[src/rtl/seg7_pkg.sv]
// rtl/seg7_pkg.sv - shared types, constants and segment decode for the counter display
package seg7_pkg;

    typedef enum logic [1:0] {
        IDLE = 2'd0,
        CONV = 2'd1,
        DONE = 2'd2
    } conv_state_e;

    localparam logic [6:0] SEG_BLANK = 7'h7F;
    localparam logic [2:0] AN_RESET  = 3'b110;

    // Active-low {g,f,e,d,c,b,a}; non-decimal nibbles go dark.
    function automatic logic [6:0] seg7_decode(input logic [3:0] digit);
        logic [6:0] code;
        case (digit)
            4'd0:    code = 7'h40;
            4'd1:    code = 7'h79;
            4'd2:    code = 7'h24;
            4'd3:    code = 7'h30;
            4'd4:    code = 7'h19;
            4'd5:    code = 7'h12;
            4'd6:    code = 7'h02;
            4'd7:    code = 7'h78;
            4'd8:    code = 7'h00;
            4'd9:    code = 7'h10;
            default: code = SEG_BLANK;
        endcase
        return code;
    endfunction

endpackage

[src/rtl/bin2bcd8_seq.sv]
// rtl/bin2bcd8_seq.sv - sequential double-dabble converter, 8-bit binary to 3 BCD digits
module bin2bcd8_seq
    import seg7_pkg::*;
(
    input  logic        clk,
    input  logic        rst,
    input  logic [7:0]  cnt_in,
    output logic        busy,
    output logic [11:0] bcd_reg
);

    conv_state_e state_q, state_d;
    logic [17:0] sr_q, sr_d;
    logic [17:0] adj;
    logic [7:0]  last_q, last_d;
    logic [2:0]  iter_q, iter_d;
    logic [11:0] bcd_q, bcd_d;
    logic        busy_q;

    always_ff @(posedge clk or posedge rst) begin
        if (rst) begin
            state_q <= IDLE;
            sr_q    <= '0;
            last_q  <= '0;
            iter_q  <= '0;
            bcd_q   <= '0;
            busy_q  <= 1'b0;
        end else begin
            state_q <= state_d;
            sr_q    <= sr_d;
            last_q  <= last_d;
            iter_q  <= iter_d;
            bcd_q   <= bcd_d;
            busy_q  <= (state_q != IDLE);
        end
    end

    always_comb begin
        state_d = state_q;
        sr_d    = sr_q;
        last_d  = last_q;
        iter_d  = iter_q;
        bcd_d   = bcd_q;
        adj     = sr_q;
        case (state_q)
            IDLE: begin
                if (cnt_in != last_q) begin
                    sr_d    = {10'd0, cnt_in};
                    last_d  = cnt_in;
                    iter_d  = '0;
                    state_d = CONV;
                end
            end
            CONV: begin
                // Hundreds never exceeds 2 for 8-bit input, so only ones and tens need adjusting.
                if (sr_q[11:8] >= 4'd5) adj[11:8] = sr_q[11:8] + 4'd3;
                if (sr_q[15:12] >= 4'd5) adj[15:12] = sr_q[15:12] + 4'd3;
                sr_d = {adj[16:0], 1'b0};
                if (iter_q == 3'd7) begin
                    state_d = DONE;
                end else begin
                    iter_d = iter_q + 3'd1;
                end
            end
            DONE: begin
                bcd_d   = {2'b00, sr_q[17:8]};
                state_d = IDLE;
            end
            default: state_d = IDLE;
        endcase
    end

    assign busy    = busy_q;
    assign bcd_reg = bcd_q;

endmodule

[src/rtl/cnt_seg7_display.sv]
// rtl/cnt_seg7_display.sv - BCD conversion and 3-digit multiplexed seven-segment scan
// Optional leading-zero blanking: LEADING_ZERO_BLANK_EN
module cnt_seg7_display
    import seg7_pkg::*;
#(
    parameter int SCAN_DIV = 50000
) (
    input  logic       clk,
    input  logic       rst,
    input  logic [7:0] cnt_in,
    output logic [6:0] seg,
    output logic       dp,
    output logic [2:0] an,
    output logic       busy
);

    localparam int PW = (SCAN_DIV > 2) ? $clog2(SCAN_DIV) : 1;
    localparam logic [PW-1:0] PRESC_MAX = PW'(SCAN_DIV - 1);

    logic [PW-1:0] presc_q, presc_d;
    logic [1:0]    digit_q, digit_d;
    logic [11:0]   bcd_reg;
    logic [3:0]    nib;
    logic          blank;
    logic          wrap;

    bin2bcd8_seq u_conv (
        .clk     (clk),
        .rst     (rst),
        .cnt_in  (cnt_in),
        .busy    (busy),
        .bcd_reg (bcd_reg)
    );

    always_ff @(posedge clk or posedge rst) begin
        if (rst) begin
            presc_q <= '0;
            digit_q <= '0;
        end else begin
            presc_q <= presc_d;
            digit_q <= digit_d;
        end
    end

    always_comb begin
        wrap    = (presc_q == PRESC_MAX);
        presc_d = wrap ? '0 : presc_q + 1'b1;
        digit_d = digit_q;
        if (wrap) digit_d = (digit_q == 2'd2) ? 2'd0 : digit_q + 2'd1;
    end

    // an and seg both derive from digit_q so they switch on the same edge.
    always_comb begin
        an    = AN_RESET;
        nib   = bcd_reg[3:0];
        blank = 1'b0;
        case (digit_q)
            2'd1: begin
                an  = 3'b101;
                nib = bcd_reg[7:4];
`ifdef LEADING_ZERO_BLANK_EN
                blank = (bcd_reg[11:4] == 8'd0);
`endif
            end
            2'd2: begin
                an  = 3'b011;
                nib = bcd_reg[11:8];
`ifdef LEADING_ZERO_BLANK_EN
                blank = (bcd_reg[11:8] == 4'd0);
`endif
            end
            default: begin
                an  = AN_RESET;
                nib = bcd_reg[3:0];
            end
        endcase
        seg = blank ? SEG_BLANK : seg7_decode(nib);
    end

    assign dp = 1'b1;

endmodule

[config.mk]
export PLATFORM = sky130hd
export DESIGN_NAME = cnt_seg7_display
export DESIGN_NICKNAME = d
export VERILOG_FILES = /design/src/rtl/seg7_pkg.sv /design/src/rtl/bin2bcd8_seq.sv /design/src/rtl/cnt_seg7_display.sv
export SDC_FILE = /design/constraint.sdc
export NUM_CORES = 1
export LEC_CHECK = 0
export ABC_AREA = 1
export BUFFER_PORTS_ARGS = -buffer_cell sky130_fd_sc_hd__buf_2
export CORE_MARGIN = 8
export CORE_UTILIZATION = 54
export CTS_CLUSTER_SIZE = 25
export DETAILED_ROUTE_END_ITERATION = 8
export PLACE_DENSITY = 0.84
export SYNTH_ARGS = -nofsm -noshare
export SYNTH_HDL_FRONTEND = slang
export SYNTH_SLANG_ARGS = --single-unit
[constraint.sdc]
create_clock -name clk -period 1.8 [get_ports clk]
set_input_delay 0.18 -clock clk [delete_from_list [all_inputs] [get_ports clk]]
set_output_delay 0.18 -clock clk [all_outputs]
set_load 0.02 [all_outputs]
==> impl_metrics.toml, run 1 <==
[logic_synthesis]
synth_adder_area_share = 0.05479
synth_edf_count = 0
yosys-top-cells-area = "dfrtp_1, nand2_1, inv_1"
synth_area_leader_cell = "dfrtp_1"
synth_area_per_cell_um2 = 7.874
synth-seq-area-share = 0.4697
synth_flop_cell = "dfrtp_1"
syn_inst = 406
yosys.area_share.simple = 0.2485
synth_cell_type_count = 29
synth_top_family_by_area = "simple AND/OR/NAND/NOR gates"
synth_xor_area_frac = 0.04384
async_flop_share = 1.000
ys_seq_elements = 60
synth_top_area_frac = 0.4697
synth_area_mm2 = 0.003197
ys.warnings.count = 0
synth_compound_gate_area_share = 0.08532
synth_nets = 430
synth.area.mux_share = 0.007045

[power_and_ir_drop]
p_total_uw = 6267
p_per_area_mw_per_mm2 = 1575
power.leakage_uw = 0.002040
peakVddDrop_mv = 1.067

[global_routing]
grt.total_usage = 0.1646
grt_pass1_wl_mm = 11.57
gr-total-overflow = 0
use_met1 = 0.1885
met3_usage = 0.04612
first_global_vias = 2672
top_usage_layer = "met2"
antenna_found_initial = 0
grt.met2_usage = 0.2757
grt_max_degree = 30

[clock_tree]
clockBufferDepth = 2
cts_buffers = 9
clock_latency_ns = 0.34
cts_tree = "done"
clk_pin_slew_ns = 0.07
cts.htree.levels = 3
cts_sinks = 60
cts-root-buf = "clkbuf_8"

[flow_run]
maxCapViolations = 0

[min_path]
worstHoldPathType = "in2reg"

[run_status]
violations = "setup timing"
status = "finished with violations"

[cells_and_area]
largest_reg_flops = 18
fin_util = 0.6844
drive_above_1_share = 0.2188
antennaDiodeCount = 0
finalInstanceArea_mm2 = 0.003980
area_delta_synth_final_pct = 24.50
nets = 476

[setup_path]
endpoint_kind = "output pin"
required_ns = 1.62
critical_path_class = "reg2out"
crit_fanout = 6
worst_setup_path_start_kind = "flop"
arrival_ns = 2.17

[floorplan]
die_area_mm2 = 0.008638
start_util = 0.5497
die_y_um = 92.94
core_mm2 = 0.005816
ioPinCount = 22
row_count = 28
die_w_um = 92.94

[timing]
rsz0062_at_grt = "yes"
max_freq_mhz = 425.7
fin_crit_ns = 2.349
setup_violations = 7
slew_violations = 0
hold_slack_ns = 0.1366
maxSlewHeadroom = 0.6164
hold_viol_final = 0
setup_slack_ns = -0.5489
fin_worst_skew_ns = 0.008862
timing.final.crit_share = 1.305
worst_slew_pin_slew_ns = 0.5746

[drt]
antenna_left = 0
num_vias = 2715
drc = 0
totalWireLength_mm = 7.028
wl_per_cell_um = 13.21
drt-pass1-iter-count = 4
vias_per_cell = 5.103
drt_iter0_markers = 100

[place]
port_buffers = 20
gp_congestion = 0.8551
dp_hpwl_mm = 4.537
place_area_mm2 = 0.003581
==> kinds of logic after synthesis <==
logic type / Yosys count
multiplexers: 2
buffers and inverters: 70
adder cells (fa/ha/maj): 14
other: 1
XOR/XNOR: 16
AO/OA/AOI/OAI: 50
flip-flops: 60
AND/OR/NAND/NOR: 193
==> placed cells by master, fill, tap and decap left out, drive strengths merged <==
| master | Yosys | layout |
|---|---|---|
| conb | 1 | 1 |
| nor4 | 2 | 2 |
| dlygate4sd3 | 0 | 1 |
| nand4 | 2 | 2 |
| nand2 | 114 | 114 |
| o22ai | 2 | 2 |
| o211a | 1 | 1 |
| a31oi | 1 | 1 |
| or2 | 1 | 1 |
| a21oi | 6 | 6 |
| inv | 60 | 60 |
| o21ai | 37 | 37 |
| xnor2 | 7 | 7 |
| nor2 | 34 | 34 |
| nand3 | 35 | 35 |
| xor2 | 9 | 9 |
| clkinvlp | 0 | 1 |
| clkinv | 0 | 3 |
| buf | 5 | 44 |
| nor3 | 5 | 5 |
| o211ai | 3 | 3 |
| mux2 | 2 | 2 |
| clkbuf | 5 | 12 |
| ha | 14 | 14 |
| dfrtp | 60 | 60 |
==> path summary, 6_finish.rpt <==
check                                start               end  slack [ns]  depth (start not counted)
max in group asynchronous              rst       presc_q[12]        0.81                          4
worst max-delay path            digit_q[1]            seg[1]       -0.55                          9
worst max register to register  presc_q[0]        digit_q[1]        0.21                          9
min in group asynchronous              rst  u_conv.last_q[4]        0.45                          3
worst min register to register  presc_q[0]        presc_q[0]        0.48                          1
worst min-delay path             cnt_in[0]    u_conv.sr_q[0]        0.14                          3
==> per-stage QoR <==
step	std cells	setup slack [ns]	TNS, ns
finish	532	-0.5489	-3.260
global route	532	-0.6348	-3.874
CTS	529	-0.4112	-2.638
detailed placement	509	-0.1236	-0.5628
global placement	509	-0.08196	-0.2955
floorplan	406	-0.06359	-0.1874
==> report_power, final <==
| part | internal (µW) | leakage (µW) | switching [µW] | total (µW) |
|---|---|---|---|---|
| Clock | 605 | 0.0000982 | 542 | 1150 |
| Sequential | 1780 | 0.000756 | 288 | 2070 |
| Combinational | 1300 | 0.00119 | 1760 | 3050 |
| Total | 3680 | 0.00204 | 2590 | 6270 |
==> critical path, stage by stage (launching register included) <==
cell and delay, ns:
dfrtp_1 0.38, inv_2 0.08, ha_4 0.32, nand2_4 0.07, o211a_4 0.28, inv_4 0.09, ha_4 0.21, buf_6 0.12
o21ai_4 0.15, buf_6 0.14
==> cell type report <==
| class | instances | area, µm² |
|---|---|---|
| fill | 452 | 1836 |
| clock inverter | 4 | 22.52 |
| inverter | 60 | 227.7 |
| multi-input combinational | 276 | 1608 |
| sequential | 60 | 1501 |
| tap | 75 | 93.84 |
| timing repair buffer | 45 | 361.6 |
| clock buffer | 12 | 165.2 |
==> per-layer routing <==
metal  vias to the layer above  wire length (µm)
met1                      1285              3044
met3                        15               286
li1                       1368                 -
met2                        47              3532
met5                         -                 0
met4                         0               164
==> cell usage after synthesis, drive strengths merged, types with 3 or more instances <==
master,count
nor3,5
xnor2,7
nand3,35
nor2,34
clkbuf,5
buf,5
inv,60
ha,14
a21oi,6
xor2,9
nand2,114
o211ai,3
o21ai,37
dfrtp,60
==> timing repair <==
item | 4_1_cts | 5_1_grt
endpoints found under the hold margin | 25 | 0
setup endpoints to repair | 7 | 9
buffers inserted | 3 | 3
hold buffers | 1 | 0
pin swaps | 12 | 10
cloned | 0 | 0
resized for setup | 26 | 15
Power figures use the tool's default switching activity.
==> run 2: changes to the inputs <==
--- a/config.mk
+++ b/config.mk
@@ -8,10 +8,10 @@
 export ABC_AREA = 1
 export BUFFER_PORTS_ARGS = -buffer_cell sky130_fd_sc_hd__buf_2
 export CORE_MARGIN = 8
-export CORE_UTILIZATION = 54
+export CORE_UTILIZATION = 60
 export CTS_CLUSTER_SIZE = 25
 export DETAILED_ROUTE_END_ITERATION = 8
-export PLACE_DENSITY = 0.84
+export PLACE_DENSITY = 0.88
 export SYNTH_ARGS = -nofsm -noshare
 export SYNTH_HDL_FRONTEND = slang
 export SYNTH_SLANG_ARGS = --single-unit
==> constraint.sdc (replaced) <==
create_clock -name clk -period 2.84 [get_ports clk]
set_input_delay 0.284 -clock clk [delete_from_list [all_inputs] [get_ports clk]]
set_output_delay 0.284 -clock clk [all_outputs]
set_load 0.02 [all_outputs]
==> run 2 against run 1 <==
The run now ends clean. Cell area decreased by 9.2%. Critical path depth did not move. Utilization up 1.8 points. Setup slack gained 0.82 ns. Register-to-register slack improved by 0.84 ns. Flip-flop and latch count did not move. Global-route usage rose by 0.35 points.
==> impl_metrics.toml, run 2 (synthesis gave the netlist of run 1 again) <==
[power_and_ir_drop]
p_comb_frac = 0.386
power_switching_uw = 1376
peakVddDrop_mv = 0.6234
internal_power_uw = 2236
p_sw_frac = 0.3810
power.share.clock = 0.253
power.leakage_uw = 0.001897
p_per_area_mw_per_mm2 = 999.9
p_seq_frac = 0.361

[place]
dp_hpwl_mm = 4.326
dp_cells = 489
gp_congestion = 0.8866
place_area_mm2 = 0.003346
preCtsSetupSlack_ns = 0.4452
port_buffers = 20

[drt]
top_layer = "met4"
totalWireLength_mm = 5.901
wl_per_cell_um = 11.71
num_vias = 2567
route.met2.wl_mm = 2.985
drt-pass1-iter-count = 4
drc = 0
vias_per_cell = 5.093
drt_iter0_markers = 89
met1_length_mm = 2.571
antenna_left = 0
dr_wl_met3_um = 255

[floorplan]
die_area_mm2 = 0.007920
die_w_um = 89.00
core_mm2 = 0.005140
die_y_um = 89.00
start_util = 0.6220
ioPinCount = 22
row_count = 26

[global_routing]
grt_pass1_wl_mm = 10.38
first_global_vias = 2482
grt_max_degree = 61
antenna_found_initial = 0
grt.total_usage = 0.1681
gr-total-overflow = 0

[timing]
timing.final.crit_share = 0.9054
rsz0062_at_grt = "no"
slew_violations = 0
fin_worst_skew_ns = 0.008136
setup_violations = 0
max_freq_mhz = 388.9
setup_tns_ns = 0
hold_viol_final = 0
setup_slack_ns = 0.2687
maxSlewHeadroom = 0.5185
fin_crit_ns = 2.571
worst_slew_pin_slew_ns = 0.7223

[cells_and_area]
drive_above_1_share = 0.1129
finalInstanceArea_mm2 = 0.003612
final_common_cell = "nand2_1"
area_delta_synth_final_pct = 12.99
largest_reg_flops = 18
instances_no_fill = 504
fin_util = 0.7028
nets = 454
antennaDiodeCount = 0
final_cell_mix = "nand2_1, dfrtp_1, inv_1"

[setup_path]
arrival_ns = 2.29
crit-reg2reg-launch = "u_conv.last_q[6]"
required_ns = 2.56
endpoint_kind = "output pin"
ff2ff_setup_slack_ns = 1.05
critical_path_class = "reg2out"
crit_fanout = 8
r2r_end = "u_conv.iter_q[1]"
worst_setup_path_start_kind = "flop"
worstRegToRegCells = 8

[clock_tree]
cts.htree.levels = 3
clk_pin_slew_ns = 0.06
clockBufferDepth = 2
cts_sinks = 60
cts_buffers = 9
clock_latency_ns = 0.33
cts_tree = "done"
cts-root-buf = "clkbuf_8"
postCtsSetupBuffers = 0

[run_status]
status = "completed"

[min_path]
worstHoldPathType = "in2async"

[flow_run]
maxCapViolations = 0
## run 2: critical path: stages, from the launching register on
cell	delay [ns]
dfrtp_1	0.40
inv_1	0.11
ha_4	0.33
inv_1	0.06
nand2_1	0.06
o211a_1	0.23
inv_1	0.09
ha_1	0.29
o21ai_0	0.18
buf_2	0.20
## run 2: what timing repair did
| item | CTS | global route |
|---|---|---|
| hold buffers | 0 | 0 |
| setup endpoints to repair | 0 | 6 |
| hold endpoints to repair | 0 | 0 |
| resized for setup | 0 | 4 |
## run 2: worst max path at each step
stage,startpoint,end,slack [ns],cells after the start
floorplan,digit_q[0],seg[1],0.35,7
global placement,digit_q[0],seg[3],0.55,11
detailed placement,digit_q[0],seg[1],0.45,8
CTS,digit_q[0],seg[1],0.07,8
global route,digit_q[0],seg[3],0.05,12
finish,digit_q[0],seg[1],0.27,9
## run 2: metal layers
metal,up-vias,global-route usage
met5,-,0
met4,0,0.06949
met3,8,0.05515
met2,46,0.2958
met1,1185,0.1810
li1,1328,-
## run 2: through the flow
step / hold WS, ns / total power (µW)
floorplan: 0.4329 / 2391
global placement: 0.4573 / 2634
detailed placement: 0.4633 / 2713
CTS: 0.1660 / 3639
global route: 0.2156 / 3925
finish: 0.1495 / 3612
## run 2: final cells by class
| class | instances | area [µm²] |
|---|---|---|
| sequential | 60 | 1501 |
| fill | 432 | 1528 |
| tap | 70 | 87.58 |
| clock buffer | 11 | 141.4 |
| multi-input combinational | 276 | 1436 |
| timing repair buffer | 23 | 122.6 |
| inverter | 60 | 225.2 |
| clock inverter | 4 | 97.59 |
## run 2: power groups by stage
stage / combinational (µW) / sequential, µW / clock [µW]
floorplan: 1110 / 1280 / 0
global placement: 1330 / 1300 / 0
detailed placement: 1390 / 1320 / 0
CTS: 1400 / 1310 / 932
global route: 1610 / 1340 / 971
finish: 1390 / 1310 / 912
==> run 3: changes to the inputs <==
--- a/config.mk
+++ b/config.mk
@@ -6,12 +6,12 @@
 export NUM_CORES = 1
 export LEC_CHECK = 0
 export ABC_AREA = 1
-export BUFFER_PORTS_ARGS = -buffer_cell sky130_fd_sc_hd__buf_2
 export CORE_MARGIN = 8
-export CORE_UTILIZATION = 60
+export CORE_UTILIZATION = 52
 export CTS_CLUSTER_SIZE = 25
 export DETAILED_ROUTE_END_ITERATION = 8
-export PLACE_DENSITY = 0.88
+export DONT_BUFFER_PORTS = 1
+export PLACE_DENSITY = 0.76
 export SYNTH_ARGS = -nofsm -noshare
 export SYNTH_HDL_FRONTEND = slang
 export SYNTH_SLANG_ARGS = --single-unit
==> constraint.sdc (replaced) <==
create_clock -name clk -period 2.4 [get_ports clk]
set_input_delay 0.24 -clock clk [delete_from_list [all_inputs] [get_ports clk]]
set_output_delay 0.24 -clock clk [all_outputs]
set_load 0.02 [all_outputs]
==> run 3 against run 2 <==
Cell area rose by 1.5%. Non-clock buffer count fell by 2. Die area rose by 13%. Largest power group unchanged. Clock skew rose by 0.0030 ns. The flow now finishes with violations (setup timing). Hold slack got worse by 0.085 ns.
==> impl_metrics.toml, run 3 (synthesis gave the netlist of run 1 again) <==
[timing]
setup_tns_ns = -0.03216
slew_violations = 0
rsz0062_at_grt = "yes"
fin_crit_ns = 2.416
hold_slack_ns = 0.06485
hold_viol_final = 0
fin_worst_skew_ns = 0.01113
maxSlewHeadroom = 0.5793
setup_violations = 2
worst_slew_pin_slew_ns = 0.6301
max_freq_mhz = 413.9
timing.final.crit_share = 1.007
setup_slack_ns = -0.01630

[flow_run]
maxCapViolations = 0

[drt]
drc = 0
drt_iter0_markers = 134
drt-pass1-iter-count = 5
met1_length_mm = 2.713
totalWireLength_mm = 6.404
wl_per_cell_um = 12.61
vias_per_cell = 5.087
dr_wl_met3_um = 322
antenna_left = 0
num_vias = 2584
route.met2.wl_mm = 3.263
top_layer = "met4"

[setup_path]
worst_setup_path_start_kind = "flop"
arrival_ns = 2.18
worstRegToRegCells = 9
crit_fanout = 8
ff2ff_setup_slack_ns = 0.78
critical_path_class = "reg2out"
required_ns = 2.16
endpoint_kind = "output pin"
crit-reg2reg-launch = "presc_q[0]"
r2r_end = "digit_q[0]"

[cells_and_area]
area_delta_synth_final_pct = 14.72
drive_above_1_share = 0.1363
fillers = 492
final_cell_mix = "nand2_1, dfrtp_1, inv_1"
antennaDiodeCount = 0
finalInstanceArea_mm2 = 0.003667
multi_input_area_mm2 = 0.001480
nets = 452
final_common_cell = "nand2_1"
register_area_mm2 = 0.001501
largest_reg_flops = 18

[global_routing]
grt_max_degree = 32
first_global_vias = 2489
antenna_found_initial = 0
gr-total-overflow = 0
grt.total_usage = 0.1496
grt_pass1_wl_mm = 10.66

[place]
dp_hpwl_mm = 4.370
gp_congestion = 0.8678
place_area_mm2 = 0.003324
preCtsSetupSlack_ns = 0.1655
port_buffers = 0

[floorplan]
die_w_um = 94.41
die_y_um = 94.41
die_area_mm2 = 0.008912
ioPinCount = 22
row_count = 28
start_util = 0.5399
core_mm2 = 0.005921

[power_and_ir_drop]
p_total_uw = 4257
p_per_area_mw_per_mm2 = 1161
power.leakage_uw = 0.001900
peakVddDrop_mv = 0.7762

[clock_tree]
cts.htree.levels = 3
cts_sinks = 60
cts-root-buf = "clkbuf_8"
cts_tree = "done"
clockBufferDepth = 2
clock_latency_ns = 0.34
clk_pin_slew_ns = 0.07
cts_buffers = 9

[run_status]
status = "finished with violations"
violations = "setup timing"

[min_path]
min_from = "cnt_in[6]"
hold_end = "u_conv.last_q[6]"
whs_path_depth = 2
worstHoldPathType = "in2reg"
run 3: what timing repair did:
item,in CTS,in global routing
pin swaps,2,7
hold buffers,1,0
endpoints found under the hold margin,29,0
resized for setup,3,19
setup endpoints to repair,7,6
setup buffers,5,4
run 3: layout make-up:
type,count,area share
clock inverters,5,0.01706
multi-input cells,276,0.4036
inverters,60,0.06141
well taps,75,0.02559
flip-flops and latches,60,0.4094
repair buffers,21,0.04708
clock buffers,11,0.03582
run 3: worst max-delay path by stage:
stage               startpoint     end  slack, ns  depth (start not counted)
floorplan           digit_q[0]  seg[6]       0.07                          8
global route        digit_q[0]  seg[0]      -0.13                         10
detailed placement  digit_q[0]  seg[3]       0.17                         11
finish              digit_q[0]  seg[6]      -0.02                          9
CTS                 digit_q[0]  seg[3]      0.007                         10
global placement    digit_q[0]  seg[3]       0.28                         11
run 3: critical path, cell delays in order, from the launching register on:
cell,delay (ns)
dfrtp_1,0.39
inv_2,0.08
ha_4,0.33
nor2_2,0.05
a31oi_2,0.24
buf_4,0.17
ha_2,0.17
o21ai_2,0.08
o21ai_1,0.17
buf_4,0.16
run 3: power breakdown:
group          internal, µW  leakage [µW]  total, µW  switching, µW
registers              1340      0.000756       1560            221
logic                   702       0.00105       1820           1110
clock network           483     0.0000897        884            401
total                  2520       0.00190       4260           1740
run 3: layer usage:
layer,track usage,up-vias
li1,-,1321
met1,0.1602,1202
met2,0.2619,49
met3,0.05635,12
met4,0.05548,0
met5,0,-
run 3: metrics by stage:
step | util | std cells
final | 0.6194 | 508
after CTS | 0.6048 | 504
after global routing | 0.6194 | 508
after detailed placement | 0.5615 | 482
after floorplan | - | 406
after global placement | 0.5615 | 482
